**config.mk**
```make
export PLATFORM = sky130hd
export DESIGN_NAME = burst_memory
export DESIGN_NICKNAME = d
export VERILOG_FILES = /design/src/rtl/burst_mem_pkg.sv /design/src/rtl/mem_array.sv /design/src/rtl/burst_memory.sv
export SDC_FILE = /design/constraint.sdc
export NUM_CORES = 1
export LEC_CHECK = 0
export BUFFER_PORTS_ARGS = -buffer_cell sky130_fd_sc_hd__clkbuf_2
export CORE_MARGIN = 2
export CORE_UTILIZATION = 32
export DETAILED_ROUTE_END_ITERATION = 16
export SLEW_MARGIN = 30
export SYNTH_ARGS = -nofsm -noshare
export SYNTH_HDL_FRONTEND = slang
export SYNTH_SLANG_ARGS = --single-unit
```
**constraint.sdc**
```tcl
create_clock -name clk -period 2.7 [get_ports clk]
set_input_delay 0.81 -clock clk [delete_from_list [all_inputs] [get_ports clk]]
set_output_delay 0.81 -clock clk [all_outputs]
set_load 0.05 [all_outputs]
```
**src/rtl/burst_mem_pkg.sv**
```systemverilog
// Shared types and defaults for the burst-capable single-port memory.
// Parity protection is enabled by defining BURST_MEMORY_PARITY_EN.
package burst_mem_pkg;

    localparam int DEF_DATA_W    = 8;
    localparam int DEF_ADDR_W    = 7;
    localparam int DEF_MAX_BURST = 8;

    typedef enum logic [1:0] {
        IDLE,
        RBURST,
        WBURST
    } state_e;

    // Width of a beat count that must hold the value max_burst itself.
    function automatic int len_w(input int max_burst);
        return $clog2(max_burst + 1);
    endfunction

endpackage

```
**src/rtl/mem_array.sv**
```systemverilog
// Storage for burst_memory: one read or one write per cycle, registered read.
// With BURST_MEMORY_PARITY_EN defined, an even-parity bit column is kept per word.
module mem_array
    import burst_mem_pkg::*;
#(
    parameter int DATA_W = DEF_DATA_W,
    parameter int ADDR_W = DEF_ADDR_W
) (
    input  logic              clk,
    input  logic              rst_n,
    input  logic              we_i,
    input  logic              re_i,
    input  logic [ADDR_W-1:0] addr_i,
    input  logic [DATA_W-1:0] wdata_i,
    output logic [DATA_W-1:0] rdata_o,
    output logic              perr_o
);

    localparam int DEPTH = 2 ** ADDR_W;

    logic [DATA_W-1:0] mem_q [DEPTH];
    logic [DATA_W-1:0] rdata_q;

    // NOTE: the storage array has no reset so it maps onto RAM macros; contents survive rst_n.
    always_ff @(posedge clk) begin
        if (we_i) begin
            mem_q[addr_i] <= wdata_i;
        end
    end

    always_ff @(posedge clk or negedge rst_n) begin
        if (!rst_n) begin
            rdata_q <= '0;
        end else if (re_i) begin
            rdata_q <= mem_q[addr_i];
        end
    end

    assign rdata_o = rdata_q;

`ifdef BURST_MEMORY_PARITY_EN
    logic par_q [DEPTH];
    logic perr_q;

    always_ff @(posedge clk) begin
        if (we_i) begin
            par_q[addr_i] <= ^wdata_i;
        end
    end

    always_ff @(posedge clk or negedge rst_n) begin
        if (!rst_n) begin
            perr_q <= 1'b0;
        end else begin
            perr_q <= re_i & ((^mem_q[addr_i]) ^ par_q[addr_i]);
        end
    end

    assign perr_o = perr_q;
`else
    assign perr_o = 1'b0;
`endif

endmodule

```
**src/rtl/burst_memory.sv**
```systemverilog
// Single-port RAM with 1-cycle single accesses plus wrapping multi-beat bursts.
// Optional per-word parity checking is enabled by defining BURST_MEMORY_PARITY_EN.
module burst_memory
    import burst_mem_pkg::*;
#(
    parameter  int DATA_W    = DEF_DATA_W,
    parameter  int ADDR_W    = DEF_ADDR_W,
    parameter  int MAX_BURST = DEF_MAX_BURST,
    localparam int LEN_W     = len_w(MAX_BURST)
) (
    input  logic              clk,
    input  logic              rst_n,
    input  logic              ren,
    input  logic              wen,
    input  logic [ADDR_W-1:0] addr,
    input  logic [DATA_W-1:0] din,
    input  logic [LEN_W-1:0]  burst_len,
    output logic [DATA_W-1:0] dout,
    output logic              dout_valid,
    output logic              busy,
    output logic              parity_err
);

    state_e            state_q, state_d;
    logic [ADDR_W-1:0] ptr_q, ptr_d;
    logic [LEN_W-1:0]  cnt_q, cnt_d;
    logic              valid_q, valid_d;

    logic [LEN_W-1:0]  beats;
    logic              mem_we, mem_re;
    logic [ADDR_W-1:0] mem_addr;
    logic [DATA_W-1:0] mem_rdata;
    logic              mem_perr;

    assign beats = (burst_len > LEN_W'(MAX_BURST)) ? LEN_W'(MAX_BURST) : burst_len;

    // NOTE: state is updated with non-blocking assignments so every register samples pre-edge values.
    always_ff @(posedge clk or negedge rst_n) begin
        if (!rst_n) begin
            state_q <= IDLE;
            ptr_q   <= '0;
            cnt_q   <= '0;
            valid_q <= 1'b0;
        end else begin
            state_q <= state_d;
            ptr_q   <= ptr_d;
            cnt_q   <= cnt_d;
            valid_q <= valid_d;
        end
    end

    // NOTE: every signal gets a default before the case so no latch is inferred.
    always_comb begin
        state_d = state_q;
        ptr_d   = ptr_q;
        cnt_d   = cnt_q;
        unique case (state_q)
            IDLE: begin
                if ((ren || wen) && beats > LEN_W'(1)) begin
                    state_d = ren ? RBURST : WBURST;
                    ptr_d   = addr + ADDR_W'(1);
                    cnt_d   = beats - LEN_W'(1);
                end
            end
            RBURST, WBURST: begin
                ptr_d = ptr_q + ADDR_W'(1);
                cnt_d = cnt_q - LEN_W'(1);
                if (cnt_q == LEN_W'(1)) begin
                    state_d = IDLE;
                end
            end
            default: state_d = IDLE;
        endcase
    end

    // Requests are only looked at in IDLE; ren wins over wen.
    always_comb begin
        mem_addr = (state_q == IDLE) ? addr : ptr_q;
        mem_re   = ((state_q == IDLE) && ren) || (state_q == RBURST);
        mem_we   = ((state_q == IDLE) && wen && !ren) || (state_q == WBURST);
        valid_d  = mem_re;
    end

    mem_array #(
        .DATA_W (DATA_W),
        .ADDR_W (ADDR_W)
    ) u_mem (
        .clk     (clk),
        .rst_n   (rst_n),
        .we_i    (mem_we),
        .re_i    (mem_re),
        .addr_i  (mem_addr),
        .wdata_i (din),
        .rdata_o (mem_rdata),
        .perr_o  (mem_perr)
    );

    assign dout       = valid_q ? mem_rdata : '0;
    assign dout_valid = valid_q;
    assign parity_err = valid_q & mem_perr;
    assign busy       = (state_q != IDLE);

endmodule

```
* After elaboration in Yosys (flattened, before gate mapping)
Memories as Yosys holds them, arrays and structs flattened. A register that Yosys moved wholly into a read port is not among the register bits.
Index checks and enable logic that the tools add are counted.
** Cells by class
- Add/subtract/negate cells :: 4
- Order comparisons :: 2
- Eq/ne operators :: 5
- Multiplexer cells :: 13
- Reductions and logical operators :: 15
** Operators by type and width (count)
- 7-bit by 1-bit adder with 7-bit output, second input constant :: 2
- 7-bit two-way mux :: 2
- 7-bit one-hot mux with 2 select lines :: 1
- 4-bit two-way mux :: 2
- 8-bit two-way mux :: 1
- 4-bit one-hot mux with 2 select lines :: 1
- 4-bit by 1-bit subtractor with 4-bit output, second input constant :: 2
- 2-bit two-way mux :: 3
- 4-bit by 1-bit == test with 1-bit output, second input constant :: 1
- 4-bit by 1-bit greater-than comparator with 1-bit output, second input constant :: 1
- 4-bit greater-than comparator, second input constant :: 1
- 1-bit logical AND :: 4
- 2-bit inequality test, second input constant :: 2
- 2-bit one-hot mux with 2 select lines :: 1
- 2-bit AND reduction :: 2
- 2-bit nonzero test :: 2
- 1-bit logical OR :: 3
- 2-bit by 1-bit == test with 1-bit output, second input constant :: 1
- 2-bit == test, second input constant :: 1
- 1-bit logical NOT :: 2
- 2-bit logical NOT :: 1
- 1-bit two-way mux :: 2
- 2-bit OR reduction :: 1
** Word-level totals
- Bits in registers :: 14
- Memory bits (writable) :: 1024
- Input bits :: 23
- Output and inout port bits :: 11
- Word-level logic and storage cells :: 44
- Memories kept :: 1
** Memory list
- u_mem.mem_q :: words 128, bits a word 8, read ports 1, clocked after Yosys merged registers in 1, write ports 1, RTL line mem_array.sv:21 : logic [DATA_W-1:0] mem_q [DEPTH];

* Longest topological paths before layout
Gate-level depths: netlist of run 1.
- Depth in word-level cells :: 6
- Depth in mapped cells :: 12
- Mapped depth without buffers :: 10

* Modules after synthesis
A second synthesis of run 1 with hierarchy kept.
** Second synthesis, totals
- Cells, all modules :: 2483
- Area, all modules :: 41633.7 um^2
** By module, submodules not included
- mem_array :: times used 1, cells an instance 2347, area each 40391.2 um^2, sequential area each 30949.7 um^2
- burst_memory :: times used 1, cells an instance 136, area each 1242.4 um^2, sequential area each 350.3 um^2

* Worst setup path after synthesis of run 1
Ideal clock, no wire load.
- Kind :: input-to-reg
- Start :: input port addr[2]
- End :: memory u_mem.mem_q[104][0] (netlist name), enable pin
- Setup time :: 370 ps
- Arrival time :: 2558 ps
- Required time :: 2330 ps
- Setup slack :: -229 ps
- Stages :: 8
- Buffers on the path :: 4
- Path through :: buf_2 > or2_2 > o22ai_1 > buf_2 > buf_2 > nand2_1 > clkbuf_1 > nor2_1
** Between the ends
- Word-level cells in the longest chain between the ends :: 1
** Ends and longest elaborated chain
- start: declaration :: RTL line burst_memory.sv:15 : input logic [ADDR_W-1:0] addr,
- 7-bit two-way mux :: RTL line burst_memory.sv:78 : mem_addr = (state_q == IDLE) ? addr : ptr_q;
- end: declaration :: RTL line mem_array.sv:21
Every way passes these cells.

* Worst setup path after layout of run 1
- Start :: register state_q[0]
- End :: register u_mem.rdata_q[4], in the netlist u_mem.rdata_o[4], read port of u_mem.mem_q
** Between the ends
- Word-level cells in the longest chain between the ends :: 3
- Elaborated cells on any way between the ends :: 5
- Those cells by class :: eq/ne: 1; mux: 1; reduce/logical: 3
** Ends and longest elaborated chain
- start: declaration :: RTL line burst_memory.sv:24 : state_e state_q, state_d;
- start signal: assignment :: RTL line burst_memory.sv:45 : state_q <= state_d;
- 2-bit logical NOT :: RTL line burst_memory.sv:78, burst_memory.sv:79
- 1-bit logical AND :: RTL line burst_memory.sv:79 : mem_re = ((state_q == IDLE) && ren) || (state_q == RBURST);
- 1-bit logical OR :: RTL line burst_memory.sv:79
- end: declaration :: RTL line mem_array.sv:22 : logic [DATA_W-1:0] rdata_q;
Several ways; a longest one is shown, not always the timed one.
A chain may end at the register's enable or synchronous reset.

==> impl_metrics.env, run 1 <==
export IMPL_utilization_pct=41.3
export IMPL_yosys_area_top_type="edfxtp_1"
export IMPL_number_of_sinks_handled_by_clock_tree_synthesis=1046
export IMPL_worst_ep_required_time_ns=3.26
export IMPL_max_vdd_ir_drop_mv=0.712
export IMPL_clock_latency_ns=0.68
export IMPL_synth_sequential_area_ratio_pct=77.7
export IMPL_nets=2912
export IMPL_dp_hpwl_um=75400
export IMPL_grt_start_max_net_pins=71
export IMPL_grt_use_total_pct=17.2
export IMPL_final_critical_path_time_including_i_o_delays_and_setup_ns=2.99
export IMPL_period_share_pct=111
export IMPL_post_layout_total_power_uw=50000
export IMPL_area_of_the_multi_input_gates_um2=9380
export IMPL_rsz0062_at_grt="yes"
export IMPL_timing_setup_tns_ns=-2.94
export IMPL_clock_skew_after_layout_ns=0.0291
export IMPL_area_sequential_um2=31300
export IMPL_cts_htree_levels=3
export IMPL_ys_flop_type="edfxtp_1"
export IMPL_critPathCaptureType="flop"
export IMPL_stdcell_count=4619
export IMPL_place_detailed_instances=4394
export IMPL_worst_setup_path_startpoint="state_q[0]"
export IMPL_setup_violation_total_in_the_final_timing_report=50
export IMPL_avgSynthCellArea_um2=16.8
export IMPL_postSynthNetCount=2435
export IMPL_async_reset_ff_share_pct=2.10
export IMPL_ff2ff_path_depth=14
export IMPL_pre_cts_ws_ns=-1.12
export IMPL_rows=130
export IMPL_post_drt_via_cell_ratio=5.28
export IMPL_largest_incremental_delay_on_the_critical_path_ns=0.39
export IMPL_commonest_non_fill_non_tap_cell_in_the_layout="edfxtp_1"
export IMPL_detailroute_via_count=24400
export IMPL_detailedRoute_firstPassIterationCount=6
export IMPL_initial_utilization_pct=32.2
export IMPL_hold_path_class="input pin to asynchronous set/reset pin"
export IMPL_worstSetupPathType="flop to flop"
export IMPL_failed_checks="setup timing"
export IMPL_cp_max_fo=8
export IMPL_synth_area_leaders="edfxtp_1 76%, a22oi_1 4.8%, mux2i_1 4.7%"
export IMPL_critical_path_reg2reg_endpoint="u_mem.rdata_o[4]"
export IMPL_die_height_um=359
export IMPL_area_delta_synth_final_pct=28.3
export IMPL_ys_types=48
export IMPL_postCtsHoldBufs=0
export IMPL_drv_cap=0
export IMPL_critPathLaunchType="flop"
export IMPL_number_of_flops_mapped_to_enable_cells_by_yosys=1024
export IMPL_core_area_um2=125000
export IMPL_cp_slowest_cell="dfrtp_1"
export IMPL_final_max_slew_viol_count=0
export IMPL_synth_seq_cells=1046
export IMPL_grt_pass1_vias=23900
export IMPL_synth_top_cell_area_share_pct=76.3
export IMPL_drt_initial_drc_count=2618
export IMPL_powerDensity_nw_per_um2=968
export IMPL_critical_path_reg2reg_startpoint="state_q[0]"
export IMPL_drt_wirelength_per_cell_um=24.6
export IMPL_synth_area_um2=40300
export IMPL_run_status="complete, but fails checks"
export IMPL_ant_nets=0
export IMPL_chipWidth_um=359
export IMPL_gp_congestion=0.912
export IMPL_final_layout_size_suffix_gt1_share_pct=30.0
export IMPL_n_fill_cell=11100
export IMPL_yosysWarnings=0
export IMPL_grt_first_pass_wirelength_um=165000
export IMPL_buffer_ports_inserted=32
export IMPL_antenna_violations_before_repair=6
export IMPL_cts_inserted_buffers=102
export IMPL_crit_arrival_ns=3.55
export IMPL_drt_total_wl_um=114000
export IMPL_max_freq_mhz=334
export IMPL_reg2reg_slack_ns=-0.29
export IMPL_post_route_worst_setup_slack_ns=-0.293
export IMPL_tightest_slew_ns=0.813
export IMPL_cts_root_buffer_cell="clkbuf_16"
export IMPL_layout_cells_most_common_list="1024 x edfxtp_1, 346 x buf_4, 243 x a22oi_1"
export IMPL_grt_remaining_overflow=0
export IMPL_postSynthCellCount=2405
export IMPL_clk_transition_reported_paths_ns=0.06
export IMPL_static_leakage_power_uw=0.0170
export IMPL_route_detailed_drc=0
export IMPL_clock_path_buffers=3
export IMPL_crit_path_most_repeated_cell="buf_12"
export IMPL_floorplan_die_area_um2=129000
export IMPL_top_level_ports=34
export IMPL_max_slew_margin_rel_pct=45.8
export IMPL_final_hold_violation_count=0
export IMPL_critPathCapture="u_mem.rdata_o[4]"
export IMPL_timing_critical_path_cells="inv_2, ha_4, buf_6, mux2i_4, buf_12, buf_12, buf_12, buf_4, mux2i_2, o22ai_1, o21ai_1, a41o_4, a41oi_2, a21o_1"
export IMPL_cts_tree="built"
repair_timing:
action	4_1_cts	5_1_grt
pin swaps	40	31
endpoints found under the setup margin	1033	858
setup buffers	22	9
gates cloned	6	0
gates resized for setup	145	112
state kept, by name, summed over array words and instances (netlist names):
signal,cells
state_q,2
u_mem.rdata_o,8
ptr_q,7
cnt_q,4
u_mem.mem_q,1024
dout_valid,1
synth_stat cells (11+ instances only):
cell and instances:
edfxtp_1 1024, a22oi_1 258, mux2i_1 188, nand2_1 148
nor2_1 132, o22ai_1 104, buf_2 75, a41oi_1 72
a21oi_1 64, clkbuf_1 53, o21ai_0 49, o41ai_1 34
buf_4 23, dfrtp_1 22, a22o_1 21, a41o_1 16
inv_1 11, nand3_1 11, o21ai_1 11
worst max-delay path, delay by kind of cell, from the launching register on:
kind | cells | cell delay, ns
buffers and inverters | 6 | 0.79
flip-flops | 1 | 0.39
adder cells (fa/ha/maj) | 1 | 0.23
AO/OA/AOI/OAI | 5 | 0.88
multiplexers | 2 | 0.55
cell type report:
cell class	instances	share of cell area, %
flip-flops and latches	1046	60.5
multi-input cells	1190	18.1
repair buffers	531	10.7
clock buffers	129	5.31
well taps	1650	3.99
clock inverters	60	1.22
inverters	11	0.0799
diodes	2	0.00968
report_power, final:
group,internal (uW),switching (uW)
Sequential,18200,293
Clock,8350,6040
Combinational,7630,9560
worst min-delay path by stage:
stage                startpoint                to  slack (ns)  cells past startpoint
2_1_floorplan  u_mem.rdata_o[0]  u_mem.rdata_o[0]        0.44                      1
3_3_place_gp           cnt_q[3]          cnt_q[3]        0.56                      2
3_5_place_dp         state_q[0]        state_q[0]        0.58                      3
4_1_cts                   rst_n        dout_valid        0.22                      1
5_1_grt                   rst_n        dout_valid        0.23                      1
6_report                  rst_n        dout_valid        0.20                      1
per-layer routing:
layer | share of wire [%] | vias up | GRT usage [%]
met2 | 47 | 1048 | 27.3
met1 | 43 | 12400 | 23.9
met4 | 3.2 | 4 | 6.15
li1 | - | 10700 | -
met5 | 0.021 | - | 0
met3 | 7.2 | 172 | 2.73
stage by stage:
stage | instance area (um^2) | hold slack [ns]
floorplan | 40600 | 0.442
global placement | 46700 | 0.558
detailed placement | 46700 | 0.579
CTS | 51200 | 0.219
global route | 51700 | 0.233
finish | 51700 | 0.200
logic make-up after synthesis:
group                    Yosys count  share of synthesized area, %
adder cells (fa/ha/maj)            7                         0.217
other                              1                       0.00931
multiplexers                     197                          4.93
AND/OR/NAND/NOR                  327                          3.32
XOR/XNOR                           7                         0.152
buffers and inverters            169                          2.07
flip-flops                      1046                          77.7
AO/OA/AOI/OAI                    651                          11.6
Power figures use the tool's default switching activity.
==> run 2, diff against run 1 <==
--- a/config.mk
+++ b/config.mk
@@ -8,6 +8,7 @@
 export BUFFER_PORTS_ARGS = -buffer_cell sky130_fd_sc_hd__clkbuf_2
 export CORE_MARGIN = 2
 export CORE_UTILIZATION = 32
+export CTS_BUF_LIST = sky130_fd_sc_hd__clkbuf_4
 export DETAILED_ROUTE_END_ITERATION = 16
 export SLEW_MARGIN = 30
 export SYNTH_ARGS = -nofsm -noshare
==> impl_metrics.env, run 2 (synthesis results as in run 1) <==
export IMPL_detailedRoute_firstPassIterationCount=5
export IMPL_whs_ns=0.126
export IMPL_chipWidth_um=359
export IMPL_final_max_slew_viol_count=0
export IMPL_pwr_share_seq_pct=37.6
export IMPL_postPlaceCellArea_um2=46700
export IMPL_combinationalPowerShare_pct=36.6
export IMPL_floorplan_die_area_um2=129000
export IMPL_die_height_um=359
export IMPL_drt_initial_drc_count=2608
export IMPL_cts_htree_levels=5
export IMPL_failed_checks="setup timing"
export IMPL_nets=3128
export IMPL_grt_start_max_net_pins=71
export IMPL_grt_use_total_pct=17.5
export IMPL_initial_utilization_pct=32.2
export IMPL_final_area_um2=52400
export IMPL_tightest_slew_ns=0.813
export IMPL_drv_cap=0
export IMPL_top_level_ports=34
export IMPL_grt_first_pass_wirelength_um=167000
export IMPL_final_hold_violation_count=0
export IMPL_clock_power_share_pct=25.9
export IMPL_number_of_sinks_handled_by_clock_tree_synthesis=1046
export IMPL_cell_internal_power_uw=32900
export IMPL_buffer_ports_inserted=32
export IMPL_max_freq_mhz=326
export IMPL_static_leakage_power_uw=0.0176
export IMPL_drt_total_wl_um=117000
export IMPL_post_route_worst_setup_slack_ns=-0.368
export IMPL_clock_path_buffers=4
export IMPL_antenna_violations_before_repair=8
export IMPL_crit_arrival_ns=4.04
export IMPL_post_drt_via_cell_ratio=5.19
export IMPL_final_critical_path_time_including_i_o_delays_and_setup_ns=3.07
export IMPL_critPathCaptureType="flop"
export IMPL_worstSetupPathType="flop to flop"
export IMPL_core_area_um2=125000
export IMPL_max_slew_margin_rel_pct=45.8
export IMPL_rows=130
export IMPL_clock_skew_after_layout_ns=0.0833
export IMPL_cts_inserted_buffers=277
export IMPL_setup_violation_total_in_the_final_timing_report=46
export IMPL_route_detailed_drc=0
export IMPL_rsz0062_at_grt="yes"
export IMPL_critPathLaunchType="flop"
export IMPL_clock_latency_ns=1.13
export IMPL_worst_ep_required_time_ns=3.67
export IMPL_final_layout_size_suffix_gt1_share_pct=37.0
export IMPL_max_vdd_ir_drop_mv=0.597
export IMPL_cp_max_fo=7
export IMPL_grt_remaining_overflow=0
export IMPL_gp_congestion=0.912
export IMPL_period_share_pct=114
export IMPL_registers_top_by_ff_count="u_mem.mem_q"
export IMPL_hold_path_class="input pin to flop"
export IMPL_powerDensity_nw_per_um2=940
export IMPL_clk_transition_reported_paths_ns=0.07
export IMPL_largest_reg_flops=1024
export IMPL_run_status="complete, but fails checks"
export IMPL_drt_wirelength_per_cell_um=23.8
export IMPL_netSwitchingPower_uw=16300
export IMPL_p_sw_share_pct=33.2
export IMPL_grt_pass1_vias=25300
export IMPL_cts_tree="built"
export IMPL_detailroute_via_count=25500
export IMPL_area_delta_synth_final_pct=29.9
export IMPL_dp_hpwl_um=75400
export IMPL_commonest_non_fill_non_tap_cell_in_the_layout="edfxtp_1"
export IMPL_ant_nets=0
export IMPL_cts_root_buffer_cell="clkbuf_4"
export IMPL_layout_cells_most_common_list="1024 x edfxtp_1, 369 x clkbuf_4, 355 x buf_4"
-- run 2: cell count changes in the layout (fill, tap and decap cells not counted), moves of 18 or more --
cell | previous run | this run
clkbuf_4 | 0 | 369
clkinv_1 | 18 | 44
clkbuf_1 | 20 | 0
nor2_4 | 31 | 49
clkbuf_16 | 104 | 7
buf_8 | 6 | 25
-- run 2: layout make-up --
type	count	area, um^2
Timing Repair Buffer	572	6200
Fill cell	11200	72900
Antenna cell	6	15.0
Tap cell	1650	2060
Multi-Input combinational cell	1190	9590
Sequential cell	1046	31300
Clock inverter	69	354
Inverter	11	43.8
Clock buffer	369	2770
-- run 2: timing repair --
item,in CTS,in global routing
gates resized for setup,130,257
cloned,2,6
hold buffers,3,0
pin swaps,22,81
endpoints found under the setup margin,1042,581
setup buffers,33,34
endpoints found under the hold margin,33,0
-- run 2: worst paths after layout --
kind,start,to,slack (ns),cells past startpoint
worst min register to register,u_mem.rdata_o[3],u_mem.rdata_o[3],0.59,1
min in group asynchronous,rst_n,dout_valid,0.32,2
max in group asynchronous,rst_n,u_mem.rdata_o[1],1.76,2
worst max-delay path,state_q[0],u_mem.rdata_o[3],-0.37,14
worst min-delay path,burst_len[0],cnt_q[0],0.13,4
worst max register to register,state_q[0],u_mem.rdata_o[3],-0.37,14
-- run 2: metal layers --
layer  vias up  wire (um)  track usage, %
li1      11300          -               -
met1     12800      48600            23.1
met2      1186      55100            27.2
met3       197       9540            4.52
met4         2       3680            7.61
met5         -         10               0
-- run 2: power by group through the flow --
| stage | registers [uW] | clock network [uW] | logic (uW) |
|---|---|---|---|
| 2_1_floorplan | 18700 | 0 | 7480 |
| 3_3_place_gp | 18800 | 0 | 14900 |
| 3_5_place_dp | 18800 | 0 | 15000 |
| 4_1_cts | 18500 | 13000 | 16200 |
| 5_1_grt | 18500 | 13900 | 18800 |
| 6_report | 18500 | 12700 | 18000 |
-- run 2: worst max-delay path, stage by stage, from the launching register on --
cell	delay, ns
dfrtp_1	0.39
inv_2	0.09
ha_4	0.22
buf_4	0.14
or2b_4	0.18
o22ai_4	0.10
buf_12	0.14
buf_12	0.12
buf_4	0.18
a22oi_2	0.24
a41oi_1	0.25
o41ai_1	0.40
buf_4	0.19
a41oi_2	0.12
a21o_1	0.19
-- run 2: metrics by stage --
| step | worst slack (ns) | power [uW] | std cells | TNS, ns | utilization (%) |
|---|---|---|---|---|---|
| 6_report | -0.368 | 49200 | 4913 | -3.87 | 41.8 |
| 5_1_grt | -0.429 | 51200 | 4909 | -12.25 | 41.8 |
| 4_1_cts | -0.412 | 47700 | 4870 | -5.55 | 40.6 |
| 3_5_place_dp | -1.12 | 33800 | 4394 | -309.04 | 37.3 |
| 3_3_place_gp | -1.03 | 33700 | 4394 | -292.47 | 37.3 |
| 2_1_floorplan | -0.122 | 26200 | 2405 | -34.36 | - |
